[config.mk]
export PLATFORM = sky130hd
export DESIGN_NAME = ifu_prefetch
export DESIGN_NICKNAME = d
export VERILOG_FILES = /design/src/rtl/ifu_prefetch.sv
export SDC_FILE = /design/constraint.sdc
export NUM_CORES = 1
export LEC_CHECK = 0
export ABC_AREA = 1
export CORE_MARGIN = 10
export CORE_UTILIZATION = 56
export CTS_CLUSTER_DIAMETER = 120
export DETAILED_ROUTE_END_ITERATION = 6
export GPL_TIMING_DRIVEN = 0
export PLACE_DENSITY = 0.8
export SKIP_CTS_REPAIR_TIMING = 1
export SLEW_MARGIN = 20
export SYNTH_ARGS = -nofsm -noshare
export SYNTH_HDL_FRONTEND = slang
export SYNTH_SLANG_ARGS = --single-unit
export TNS_END_PERCENT = 10
[constraint.sdc]
create_clock -name clk -period 17.5 [get_ports clk]
set_input_delay 3.5 -clock clk [delete_from_list [all_inputs] [get_ports clk]]
set_output_delay 3.5 -clock clk [all_outputs]
set_load 0.005 [all_outputs]
[src/rtl/ifu_prefetch.sv]
// Sequential instruction prefetcher: issues single-beat AXI4 reads into a credit-limited
// queue and hands instructions downstream; a redirect flushes the queue and drops stale beats.
module ifu_prefetch #(
    parameter int                ADDR_W    = 32,
    parameter int                DATA_W    = 32,
    parameter int                ID_W      = 4,
    parameter logic [ID_W-1:0]   AXI_ID    = '0,
    parameter int                DEPTH     = 4,
    parameter logic [ADDR_W-1:0] BASE_ADDR = '0,
    parameter logic [ADDR_W-1:0] RESET_PC  = '0
) (
    input  logic              clk,
    input  logic              rst,
    input  logic              enable,
    input  logic              redirect_valid,
    input  logic [ADDR_W-1:0] redirect_pc,
    output logic              axi_mst_arvalid,
    input  logic              axi_mst_arready,
    output logic [ID_W-1:0]   axi_mst_arid,
    output logic [ADDR_W-1:0] axi_mst_araddr,
    output logic [7:0]        axi_mst_arlen,
    output logic [2:0]        axi_mst_arsize,
    output logic [1:0]        axi_mst_arburst,
    output logic              axi_mst_arlock,
    output logic [3:0]        axi_mst_arcache,
    output logic [2:0]        axi_mst_arprot,
    output logic [3:0]        axi_mst_arqos,
    output logic [3:0]        axi_mst_arregion,
    input  logic              axi_mst_rvalid,
    output logic              axi_mst_rready,
    input  logic [ID_W-1:0]   axi_mst_rid,
    input  logic [DATA_W-1:0] axi_mst_rdata,
    input  logic [1:0]        axi_mst_rresp,
    input  logic              axi_mst_rlast,
    output logic              inst_valid,
    input  logic              inst_ready,
    output logic [ADDR_W-1:0] inst_pc,
    output logic [DATA_W-1:0] inst,
    output logic              inst_err
);

    localparam int                STEP_B = DATA_W / 8;
    localparam logic [ADDR_W-1:0] STEP   = ADDR_W'(STEP_B);
    localparam int                PTR_W  = $clog2(DEPTH);
    localparam int                CNT_W  = PTR_W + 1;
    localparam int                OCC_W  = CNT_W + 1;

    assign axi_mst_arid     = AXI_ID;
    assign axi_mst_arlen    = 8'd0;
    assign axi_mst_arsize   = 3'($clog2(STEP_B));
    assign axi_mst_arburst  = 2'b01;
    assign axi_mst_arlock   = 1'b0;
    assign axi_mst_arcache  = 4'd0;
    assign axi_mst_arprot   = 3'd0;
    assign axi_mst_arqos    = 4'd0;
    assign axi_mst_arregion = 4'd0;

    logic [ADDR_W-1:0] fetch_pc;
    logic [ADDR_W-1:0] resp_pc;
    logic [CNT_W-1:0]  inflight_cnt;
    logic [CNT_W-1:0]  drop_cnt;
    logic [CNT_W-1:0]  fifo_cnt;
    logic [PTR_W-1:0]  wr_ptr;
    logic [PTR_W-1:0]  rd_ptr;
    logic [ADDR_W-1:0] pc_mem   [DEPTH];
    logic [DATA_W-1:0] data_mem [DEPTH];
    logic [DEPTH-1:0]  err_mem;

    logic             ar_hs;
    logic             r_hs;
    logic             push;
    logic             pop;
    logic             issue;
    logic [OCC_W-1:0] occupancy;

    // rid and rlast carry no information for single-beat, single-ID reads
    logic unused_r;
    assign unused_r = ^{axi_mst_rid, axi_mst_rlast, axi_mst_rresp[0]};

    assign ar_hs     = axi_mst_arvalid & axi_mst_arready;
    assign r_hs      = axi_mst_rvalid & axi_mst_rready;
    assign push      = r_hs & (drop_cnt == '0) & ~redirect_valid;
    assign pop       = inst_valid & inst_ready;
    assign occupancy = OCC_W'(inflight_cnt) + OCC_W'(fifo_cnt) + OCC_W'(axi_mst_arvalid);
    // Credits use this cycle's registered counts, so a pop only frees a slot next cycle
    assign issue     = enable & ~redirect_valid & (~axi_mst_arvalid | ar_hs)
                     & (occupancy < OCC_W'(DEPTH));

    assign inst_valid = (fifo_cnt != '0);
    assign inst_pc    = pc_mem[rd_ptr];
    assign inst       = data_mem[rd_ptr];
    assign inst_err   = err_mem[rd_ptr];

    always_ff @(posedge clk or posedge rst) begin
        if (rst) begin
            axi_mst_arvalid <= 1'b0;
            axi_mst_araddr  <= BASE_ADDR + RESET_PC;
            axi_mst_rready  <= 1'b0;
            fetch_pc        <= RESET_PC;
            inflight_cnt    <= '0;
        end else begin
            axi_mst_rready <= 1'b1;
            if (issue) begin
                axi_mst_arvalid <= 1'b1;
                axi_mst_araddr  <= BASE_ADDR + fetch_pc;
            end else if (ar_hs) begin
                axi_mst_arvalid <= 1'b0;
            end

            if (redirect_valid) begin
                fetch_pc <= redirect_pc;
            end else if (issue) begin
                fetch_pc <= fetch_pc + STEP;
            end

            if (ar_hs && !r_hs) begin
                inflight_cnt <= inflight_cnt + CNT_W'(1);
            end else if (!ar_hs && r_hs) begin
                inflight_cnt <= inflight_cnt - CNT_W'(1);
            end
        end
    end

    always_ff @(posedge clk or posedge rst) begin
        if (rst) begin
            resp_pc  <= RESET_PC;
            drop_cnt <= '0;
            fifo_cnt <= '0;
            wr_ptr   <= '0;
            rd_ptr   <= '0;
            err_mem  <= '0;
            for (int i = 0; i < DEPTH; i++) begin
                pc_mem[i]   <= '0;
                data_mem[i] <= '0;
            end
        end else if (redirect_valid) begin
            // Everything already requested, including a still-pending AR, becomes stale
            fifo_cnt <= '0;
            wr_ptr   <= '0;
            rd_ptr   <= '0;
            resp_pc  <= redirect_pc;
            drop_cnt <= inflight_cnt + CNT_W'(axi_mst_arvalid) - CNT_W'(r_hs);
        end else begin
            if (r_hs && (drop_cnt != '0)) begin
                drop_cnt <= drop_cnt - CNT_W'(1);
            end
            if (push) begin
                pc_mem[wr_ptr]   <= resp_pc;
                data_mem[wr_ptr] <= axi_mst_rdata;
                err_mem[wr_ptr]  <= axi_mst_rresp[1];
                wr_ptr           <= wr_ptr + PTR_W'(1);
                resp_pc          <= resp_pc + STEP;
            end
            if (pop) begin
                rd_ptr <= rd_ptr + PTR_W'(1);
            end
            if (push && !pop) begin
                fifo_cnt <= fifo_cnt + CNT_W'(1);
            end else if (!push && pop) begin
                fifo_cnt <= fifo_cnt - CNT_W'(1);
            end
        end
    end

endmodule

-- Word-level counts from Yosys, hierarchy flattened
Index checks and enable logic that the tools add are counted.
- flip-flop bits (word level): 371
- output and inout port bits: 133
- logic and storage cells: 106
- $add $sub $neg: 13
- $lt $le $gt $ge: 7
- muxes and demuxes: 32
- bitwise operators: 13
- reduce and logical (&&, ||, !) cells: 22
- operators by type and width (operator ; count):
    two-way mux 32 bit ; 9
    bitwise mux 128 bit ; 2
    binary-select mux 32 bit (select 2 bit) ; 2
    adder 32 x 3 -> 32 bit, second input constant ; 2
    demux 32 bit (select 2 bit) ; 1
    two-way mux 3 bit ; 7
    nonzero test 2 bit ; 6
    nonzero test 3 bit ; 3
    subtractor 3 x 1 -> 3 bit, second input constant ; 3
    AND 1 bit ; 8
    two-way mux 2 bit ; 4
    logical AND 1 bit ; 7
    adder 3 x 1 -> 3 bit, second input constant ; 2
    >= comparator 3 bit, second input constant ; 2
    less-than comparator 2 x 3 -> 1 bit, second input constant ; 2
    NOT 2 -> 3 bit ; 2
    adder 2 x 1 -> 2 bit, second input constant ; 2
    adder 3 x 3 -> 4 bit ; 1
    adder 4 x 1 -> 4 bit ; 1
    bitwise mux 4 bit ; 1
    zero test 1 bit ; 4
    less-than comparator 4 x 3 -> 1 bit, second input constant ; 1
    two-way mux 1 bit ; 4
    adder 3 x 1 -> 3 bit ; 1
    other kinds (9) ; 10

-- Logic depth before layout (Yosys ltp)
Gate-level depths: netlist (run 1).
- word-level depth: 8
- gate-level depth with buffers: 14
- depth with buffers taken out: 13

-- Worst setup path after synthesis (run 1)
OpenSTA, ideal clock, no wires.
- path kind: input to register
- start: input port axi_mst_rvalid
- end: register drop_cnt[2]
- library setup time: 0.138 ns
- data arrival time: 4.890 ns
- slack: 12.473 ns
- stages on the path: 10
- buffers on the path: 0
- path through: nand2_1 -> inv_1 -> ha_1 -> inv_1 -> ha_1 -> fa_1 -> xnor2_1 -> xor2_1 -> nor2_1 -> o22ai_1
- word-level cells in the longest chain between the ends: 3
- elaborated cells between the ends (all ways): 5
- classes of those cells: add/sub (1); mux (1); bitwise (1); reduce/logical (2)
- RTL lines (item ; RTL line ; RTL):
    start: declaration ; 29 ; input logic axi_mst_rvalid,
    AND 1 bit * ; 81 ; assign r_hs = axi_mst_rvalid & axi_mst_rready;
    subtractor 3 x 1 -> 3 bit or logical AND 1 bit (tied branches) ; 142, 144 ;
    two-way mux 3 bit or nonzero test 2 bit (tied branches) ; - ;
    end signal: assignment ; 142 ; drop_cnt <= inflight_cnt + CNT_W'(axi_mst_arvalid) - CNT_W'(r_hs);
    end signal: assignment ; 145 ; drop_cnt <= drop_cnt - CNT_W'(1);
    end: declaration ; 61 ; logic [CNT_W-1:0] drop_cnt;
Mark *: on every way between the ends. The rest lies on a longest branch, timed or not.
A chain may end at the register's enable or synchronous reset.

-- Worst setup path after layout (run 1)
- start: register rd_ptr[1]
- end: output port inst[28]
- word-level cells in the longest chain between the ends: 4
- RTL lines (item ; RTL line ; RTL):
    start: declaration ; 64 ; logic [PTR_W-1:0] rd_ptr;
    start signal: assignment ; 155 ; rd_ptr <= rd_ptr + PTR_W'(1);
    NOT 2 -> 3 bit (implied by the code) ; 91 ; assign inst = data_mem[rd_ptr];
    binary-select mux 32 bit (select 2 bit) ; 91 ;
    two-way mux 32 bit (implied by the code) (2 in series) ; 91 ;
    end: declaration ; 38 ; output logic [DATA_W-1:0] inst,
No other way between the ends. The select of a mux whose other input is x is not followed.

==> reports/results.tsv, run 1 <==
metric	value	unit
run status	complete, no violations	
Mean Syn Cell Area	8.05	um^2
mean routed wirelength per cell	19.1	um
Residual DRC	0	
CP delay by family, top	buffers and inverters	
Distinct cells, synth	32	
Finished Layout Cells	2891	
worst path bufs/invs	4	
r2r setup slk	15270	ps
Yosys reg bits	371	
Detailed Route Iter0 Violations	1571	
Final Skew	18.7	ps
Critical R2R Capture	fifo_cnt[2]	
Peak Freq	0.154	GHz
chip height	198	um
Final Hold Viols	0	
initial antenna violation count	0	
relative slew slack	53.5	%
crit share post-route	37.2	%
vias in the first global route	16600	
Post-Layout Inst Area	0.0216	mm^2
clock sink count	371	
CP endpoint kind	primary output	
WP data arrival	3000	ps
startpoint types	flip-flop	
Area Growth Syn to Fin	21.1	%
Initial Util	56.6	%
fill count	2567	
number of buffers added on ports	171	
CP cell instances	inv_1, clkbuf_1, clkbuf_1, o21ai_0, o22ai_1, clkdlybuf4s50_1	
Tmin final	6500	ps
Worst EP required	14000	ps
synth warn	0	
synthesized cell area	0.0178	mm^2
Lkg Pwr	10.2	nW
GRT Resource Usage Total	28.1	%
max_cap viols	0	
RR Startpoint	drop_cnt[0]	
Crit path largest cell delay	560	ps
Crit path top cell by count	clkbuf_1	
setup violators final	0	
Peak supply drop	0.0920	mV
ANT nets after route	0	
RSZ-0062 raised after global routing	no	
die area	0.0393	mm^2
die width	198	um
# rows	65	
power density over cell area	141	mW/mm^2
sequential share of the synthesized area	52.1	%
WHS	480	ps
clock latency on the worst-skew pair	540	ps
wire length on met3	4700	um
DR vias/cell	5.68	
Worst Hold Path EP	pc_mem[66]	
CTS Buf Count	40	
Cells after DPL	2821	
Post-Route M1 WL	21700	um
RePlAce Congestion	0.993	
Hold Startpoint	pc_mem[66]	
Crit Path Category	reg2out	
Final Slew Violations	0	
slowest CP cell	clkdlybuf4s50_1	
CTS tree	built	
Mapped Cells	2212	
core footprint	0.0315	mm^2
Final Net Count	2556	
R2R depth	14	
Vias	16400	
drt first pass iters	5	
Post-DP HPWL	39000	um
pin count of the biggest net entering global routing	110	
top layer in use	met4	
clk slew on worst S/H paths	60	ps
first-pass GRT wire length	88500	um
CTS root buffer	clkbuf_16	
Post-DP Area	0.0203	mm^2
DRT Wirelength	55200	um
slew of the pin with the lowest slew margin	697	ps
grt total ovfl	0	
H-tree depth	2	
Hold Crit Class	reg2reg	
diode count	0	
met2 WL	26900	um
worst-path maximum fanout	10	
clock buffer depth	3	
WHS Path Cells	2	
share of post-route cells with drive strength above 1	7.43	%
IO Count	211	
==> worst max path at each step <==
stage,end,slack [ps],startpoint,depth (start not counted)
detailed placement,inst[28],11640,rd_ptr[1],6
finish,inst[28],11000,rd_ptr[1],6
global route,inst[18],10880,rd_ptr[1],6
global placement,data_mem[5],-590,rst,2
CTS,inst[28],11050,rd_ptr[1],6
floorplan,axi_mst_araddr[0],3700,rst,1
==> per-stage QoR <==
step	utilization (%)	power (mW)	setup WS, ps	setup TNS (ps)
4_1_cts	68.5	3.03	11050	0
3_5_place_dp	64.4	2.18	11640	0
5_1_grt	68.5	3.20	10880	0
3_3_place_gp	64.0	2.15	-590	-203580
2_1_floorplan	-	1.64	3700	0
6_report	68.5	3.03	11000	0
==> cell usage in the layout, fill, tap and decap left out, drive strengths merged, types with 11 or more instances in the layout <==
master / count
clkbuf: 123
nand3: 78
nor2: 238
conb: 34
o211ai: 11
o22ai: 66
dfrtp: 371
nand2: 635
inv: 143
buf: 95
xor2: 19
o21ai: 448
clkdlybuf4s50: 171
ha: 14
==> power by group <==
group | switching, mW | internal [mW]
sequential | 0.117 | 1.01
clock | 0.346 | 0.497
combinational | 0.569 | 0.487
total | 1.03 | 2.00
==> registers in the layout, summed over array words and instances (netlist names) <==
register,count
rd_ptr,2
fetch_pc,32
wr_ptr,2
pc_mem,128
fifo_cnt,3
axi_mst_araddr,32
inflight_cnt,3
data_mem,128
err_mem,4
resp_pc,32
axi_mst_arvalid,1
drop_cnt,3
axi_mst_rready,1
==> worst min-delay path, stage by stage, from the launching register on <==
cell     delay (ps)
dfrtp_1         340
nand2_1          50
o21ai_0          60
==> cell type report <==
| cell class | count | area, um^2 | area share (%) |
|---|---|---|---|
| buffer | 155 | 862 | 4.00 |
| timing repair buffer | 175 | 1820 | 8.45 |
| clock inverter | 11 | 120 | 0.557 |
| clock buffer | 59 | 1180 | 5.48 |
| tap | 402 | 503 | 2.33 |
| multi-input combinational | 1576 | 7250 | 33.6 |
| sequential | 371 | 9280 | 43.1 |
| inverter | 142 | 541 | 2.51 |
==> cell families (layout without fill, tap and decap cells) <==
group / count (synthesis) / count (layout) / share of synthesized area, %
and+or+nand+nor: 960 / 960 / 21.1
AOI/OAI and AO/OA: 539 / 539 / 16.3
DFF: 371 / 371 / 52.1
buffers and inverters: 297 / 542 / 7.84
xor gates and xnor gates: 26 / 26 / 1.28
adders and majority gates: 17 / 17 / 1.32
other: 2 / 34 / 0.0422
==> Yosys cell counts, drive strengths merged <==
master,n,area [um^2]
a21oi,8,40.0
a31oi,2,12.5
buf,91,622
clkbuf,64,240
conb,2,7.51
dfrtp,371,9280
fa,3,60.1
ha,14,175
inv,142,533
nand2,635,2400
nand3,78,390
nand3b,3,22.5
nand4,4,25.0
nor2,238,911
nor3,2,10.0
o211ai,11,82.6
o21ai,448,2320
o21bai,2,15.0
o221ai,2,17.5
o22ai,66,413
xnor2,7,61.3
xor2,19,166
==> layer usage <==
metal / up-vias / global-route usage (%)
li1: 7628 / -
met1: 7902 / 34.8
met2: 770 / 47.2
met3: 135 / 5.18
met4: 0 / 12.0
met5: - / 0
No activity file was read; power rests on OpenSTA's default activity.
==> run 2: changes to the inputs <==
Clock period 17.5 ns to 6.25 ns, I/O delays scaled along.
==> reports/results.tsv, run 2 (same netlist as run 1, synthesis figures left out) <==
metric	value	unit
CTS root buffer	clkbuf_16	
slew of the pin with the lowest slew margin	691	ps
fill count	2548	
final core utilization	69.1	%
clk slew on worst S/H paths	60	ps
Post-Layout Inst Area	0.0218	mm^2
Crit Path Category	reg2out	
Vias	16400	
Area Growth Syn to Fin	22.2	%
grt total ovfl	0	
relative slew slack	54.0	%
Final Net Count	2565	
H-tree depth	2	
clock sink count	371	
Peak Freq	0.235	GHz
Final Hold Viols	0	
WP data arrival	3000	ps
Final Slew Violations	0	
RR Startpoint	inflight_cnt[0]	
diode count	0	
WHS Path Cells	2	
RSZ-0062 raised after global routing	no	
Top Registers	data_mem (128), pc_mem (128)	
Worst Hold Path EP	data_mem[77]	
clock buffer depth	3	
Hold Crit Class	reg2reg	
R2R depth	10	
IO Count	211	
worst-path maximum fanout	10	
drt first pass iters	6	
setup violators final	0	
run status	complete, no violations	
GRT Resource Usage Total	28.6	%
Initial Util	56.6	%
die width	198	um
Hold Startpoint	data_mem[77]	
max_cap viols	0	
CP endpoint kind	primary output	
CTS tree	built	
Peak supply drop	0.228	mV
die area	0.0393	mm^2
Residual DRC	0	
vias in the first global route	16500	
number of buffers added on ports	171	
RePlAce Congestion	0.922	
share of post-route cells with drive strength above 1	7.87	%
first-pass GRT wire length	89400	um
Critical R2R Capture	fetch_pc[26]	
Final Skew	15.2	ps
initial antenna violation count	0	
power density over cell area	394	mW/mm^2
clock latency on the worst-skew pair	560	ps
mean routed wirelength per cell	19.3	um
pin count of the biggest net entering global routing	35	
# rows	65	
crit share post-route	68.1	%
Lkg Pwr	10.3	nW
startpoint types	flip-flop	
CTS Buf Count	41	
Tmin final	4250	ps
Post-DP HPWL	40400	um
chip height	198	um
DR vias/cell	5.64	
Post-DP Area	0.0204	mm^2
DRT Wirelength	56200	um
r2r setup slk	4050	ps
Detailed Route Iter0 Violations	1501	
core footprint	0.0315	mm^2
commonest non-fill, non-tap cell in the layout	nand2_1	
Worst EP required	5000	ps
most frequent cells in the layout	nand2_1 (631), o21ai_0 (413), dfrtp_1 (371), nor2_1 (233), clkdlybuf4s50_1 (171)	
ANT nets after route	0	
## run 2: worst max path at each step
stage | start | end | cells after the start
2_1_floorplan | rst | axi_mst_araddr[0] | 1
3_3_place_gp | rst | data_mem[5] | 2
3_5_place_dp | rd_ptr[0] | inst_pc[16] | 6
4_1_cts | rd_ptr[0] | inst_pc[16] | 6
5_1_grt | rd_ptr[1] | inst[9] | 6
6_report | rd_ptr[1] | inst[16] | 6
## run 2: routing by layer
metal,track usage (%),vias up,wire length [um]
met5,0,-,0
met4,9.85,0,1710
met3,5.70,120,4550
met2,49.4,733,27900
met1,34.8,7871,22000
li1,-,7651,-
## run 2: power by group
part           switching [mW]  internal, mW  total [mW]  leakage (nW)
sequential              0.326          2.84        3.16          4.93
combinational            1.61          1.37        2.98          4.66
clock                    1.02          1.41        2.43         0.672
## run 2: cell type report
class | instances | area, um^2 | share of cell area (%)
Timing Repair Buffer | 183 | 1960 | 9.01
Tap cell | 402 | 503 | 2.31
Clock buffer | 62 | 1230 | 5.64
Sequential cell | 371 | 9280 | 42.7
Inverter | 142 | 537 | 2.47
Multi-Input combinational cell | 1576 | 7250 | 33.3
Buffer | 155 | 862 | 3.96
Clock inverter | 14 | 135 | 0.621
## run 2: metrics by stage
step | total power, mW | cells | hold WS (ps) | TNS [ps] | setup WS, ps
after global routing | 9.04 | 2905 | 496 | 0 | 1860
final | 8.57 | 2905 | 479 | 0 | 2000
after floorplan | 4.61 | 2244 | 448 | 0 | 19.9
after global placement | 6.04 | 2817 | 460 | -884390 | -2420
after detailed placement | 6.13 | 2829 | 468 | 0 | 2670
after CTS | 8.57 | 2905 | 482 | 0 | 2060
## run 2: worst max-delay path, cell delays in order, from the launching register on
cell	delay (ps)
dfrtp_1	390
inv_1	180
clkbuf_1	460
clkbuf_1	450
o21ai_0	210
o22ai_1	210
clkdlybuf4s50_1	550
==> run 3: changes to the inputs <==
Settings changed: CORE_UTILIZATION 56 to 51, PLACE_DENSITY 0.8 to 0.77.
Clock period 6.25 ns to 3.9 ns, I/O delays scaled along.
==> reports/results.tsv, run 3 (same netlist as run 1, synthesis figures left out) <==
metric	value	unit
die width	207	um
crit share post-route	95.9	%
Area Growth Syn to Fin	22.4	%
setup violators final	0	
vias in the first global route	16400	
Logic pwr share	34.6	%
met2 WL	27800	um
Residual DRC	0	
Initial Util	51.7	%
DRT Wirelength	56000	um
RSZ-0062 raised after global routing	no	
pin count of the biggest net entering global routing	36	
Peak Freq	0.267	GHz
Cells after DPL	2882	
clock buffer depth	3	
GRT Resource Usage Total	26.2	%
Finished Layout Cells	2950	
Crit path largest cell delay	570	ps
RePlAce Congestion	0.930	
Top Registers	data_mem (128), pc_mem (128)	
Detailed Route Iter0 Violations	1374	
Pwr Total	13.7	mW
clock sink count	371	
Post-Layout Inst Area	0.0218	mm^2
CP endpoint kind	primary output	
DR vias/cell	5.50	
mean routed wirelength per cell	19.0	um
WHS	481	ps
ANT nets after route	0	
Post-Route M1 WL	22500	um
Flop pwr share	37.0	%
Final Hold Viols	0	
Final Net Count	2563	
Switching Share	34.1	%
H-tree depth	2	
Worst EP required	3120	ps
Tmin final	3740	ps
die area	0.0428	mm^2
Vias	16200	
slew of the pin with the lowest slew margin	670	ps
CTS root buffer	clkbuf_16	
startpoint types	flip-flop	
Final Slew Violations	0	
relative slew slack	55.4	%
clock share of power	28.5	%
grt total ovfl	0	
Hold Crit Class	reg2reg	
max_cap viols	0	
CTS tree	built	
Switch Pwr	4.68	mW
slowest CP cell	clkdlybuf4s50_1	
Lkg Pwr	10.2	nW
diode count	0	
Peak supply drop	0.401	mV
Post-DP Area	0.0205	mm^2
core footprint	0.0345	mm^2
CTS Buf Count	40	
final core utilization	63.2	%
# rows	68	
top layer in use	met4	
number of buffers added on ports	171	
Internal	9.04	mW
run status	complete, no violations	
clock latency on the worst-skew pair	550	ps
clk slew on worst S/H paths	60	ps
fill count	2934	
commonest non-fill, non-tap cell in the layout	nand2_1	
CP cell instances	inv_1, buf_2, clkbuf_1, nor2_1, o22ai_1, clkdlybuf4s50_1	
first-pass GRT wire length	89200	um
most frequent cells in the layout	nand2_1 (631), o21ai_0 (413), dfrtp_1 (371), nor2_1 (233), clkdlybuf4s50_1 (171)	
drt first pass iters	5	
initial antenna violation count	0	
Crit Path Category	reg2out	
IO Count	211	
Final Skew	18.1	ps
Post-DP HPWL	40500	um
chip height	207	um
WP data arrival	2960	ps
share of post-route cells with drive strength above 1	7.70	%
power density over cell area	630	mW/mm^2
worst-path maximum fanout	10	
wire length on met3	4240	um
==> run 3: changes by cell type in the layout (fill, tap and decap cells not counted), sizes merged <==
cell,before,now
clkbuf,126,120
clkinv,10,5
bufinv,1,3
inv,143,144
==> run 3: cell type report <==
cell class / count / area (um^2) / area share, %
clock buffer: 57 / 1170 / 5.35
inverter: 142 / 537 / 2.46
sequential: 371 / 9280 / 42.6
tap: 455 / 569 / 2.61
clock inverter: 12 / 175 / 0.804
timing repair buffer: 183 / 1960 / 8.99
buffer: 154 / 858 / 3.94
multi-input combinational: 1576 / 7250 / 33.2
==> run 3: per-layer routing <==
layer | global-route usage, % | up-vias
li1 | - | 7622
met3 | 4.45 | 93
met1 | 32.9 | 7806
met2 | 45.0 | 690
met5 | 0 | -
met4 | 8.62 | 0
==> run 3: metrics by stage <==
step	setup WS (ps)	setup TNS (ps)
3_3_place_gp	-4310	-1585910
4_1_cts	157	0
3_5_place_dp	736	0
6_report	160	0
5_1_grt	82.5	0
2_1_floorplan	-1860	-690110
==> run 3: final timing paths <==
kind,start,end,cells past startpoint,slack (ps)
max in group asynchronous,rst,data_mem[19],7,1740
min in group asynchronous,rst,pc_mem[6],2,660
worst min register to register,data_mem[63],data_mem[63],2,480
worst max-delay path,rd_ptr[0],inst_pc[23],6,160
worst min-delay path,data_mem[63],data_mem[63],2,480
worst max register to register,drop_cnt[0],fifo_cnt[1],13,1690
==> run 3: power by group through the flow <==
stage                     Combinational, mW  Sequential [mW]  Clock [mW]
after floorplan                        2.39             4.99           0
after global placement                 4.62             5.10           0
after detailed placement               4.74             5.11           0
after CTS                              4.78             5.06        3.95
after global routing                   5.24             5.16        4.10
final                                  4.74             5.07        3.91
==> run 3: worst max-delay path, delay by kind of cell, from the launching register on <==
family,cells,cell delay [ps]
AOI/OAI and AO/OA,1,280
buffers and inverters,4,1580
and+or+nand+nor,1,100
DFF,1,440
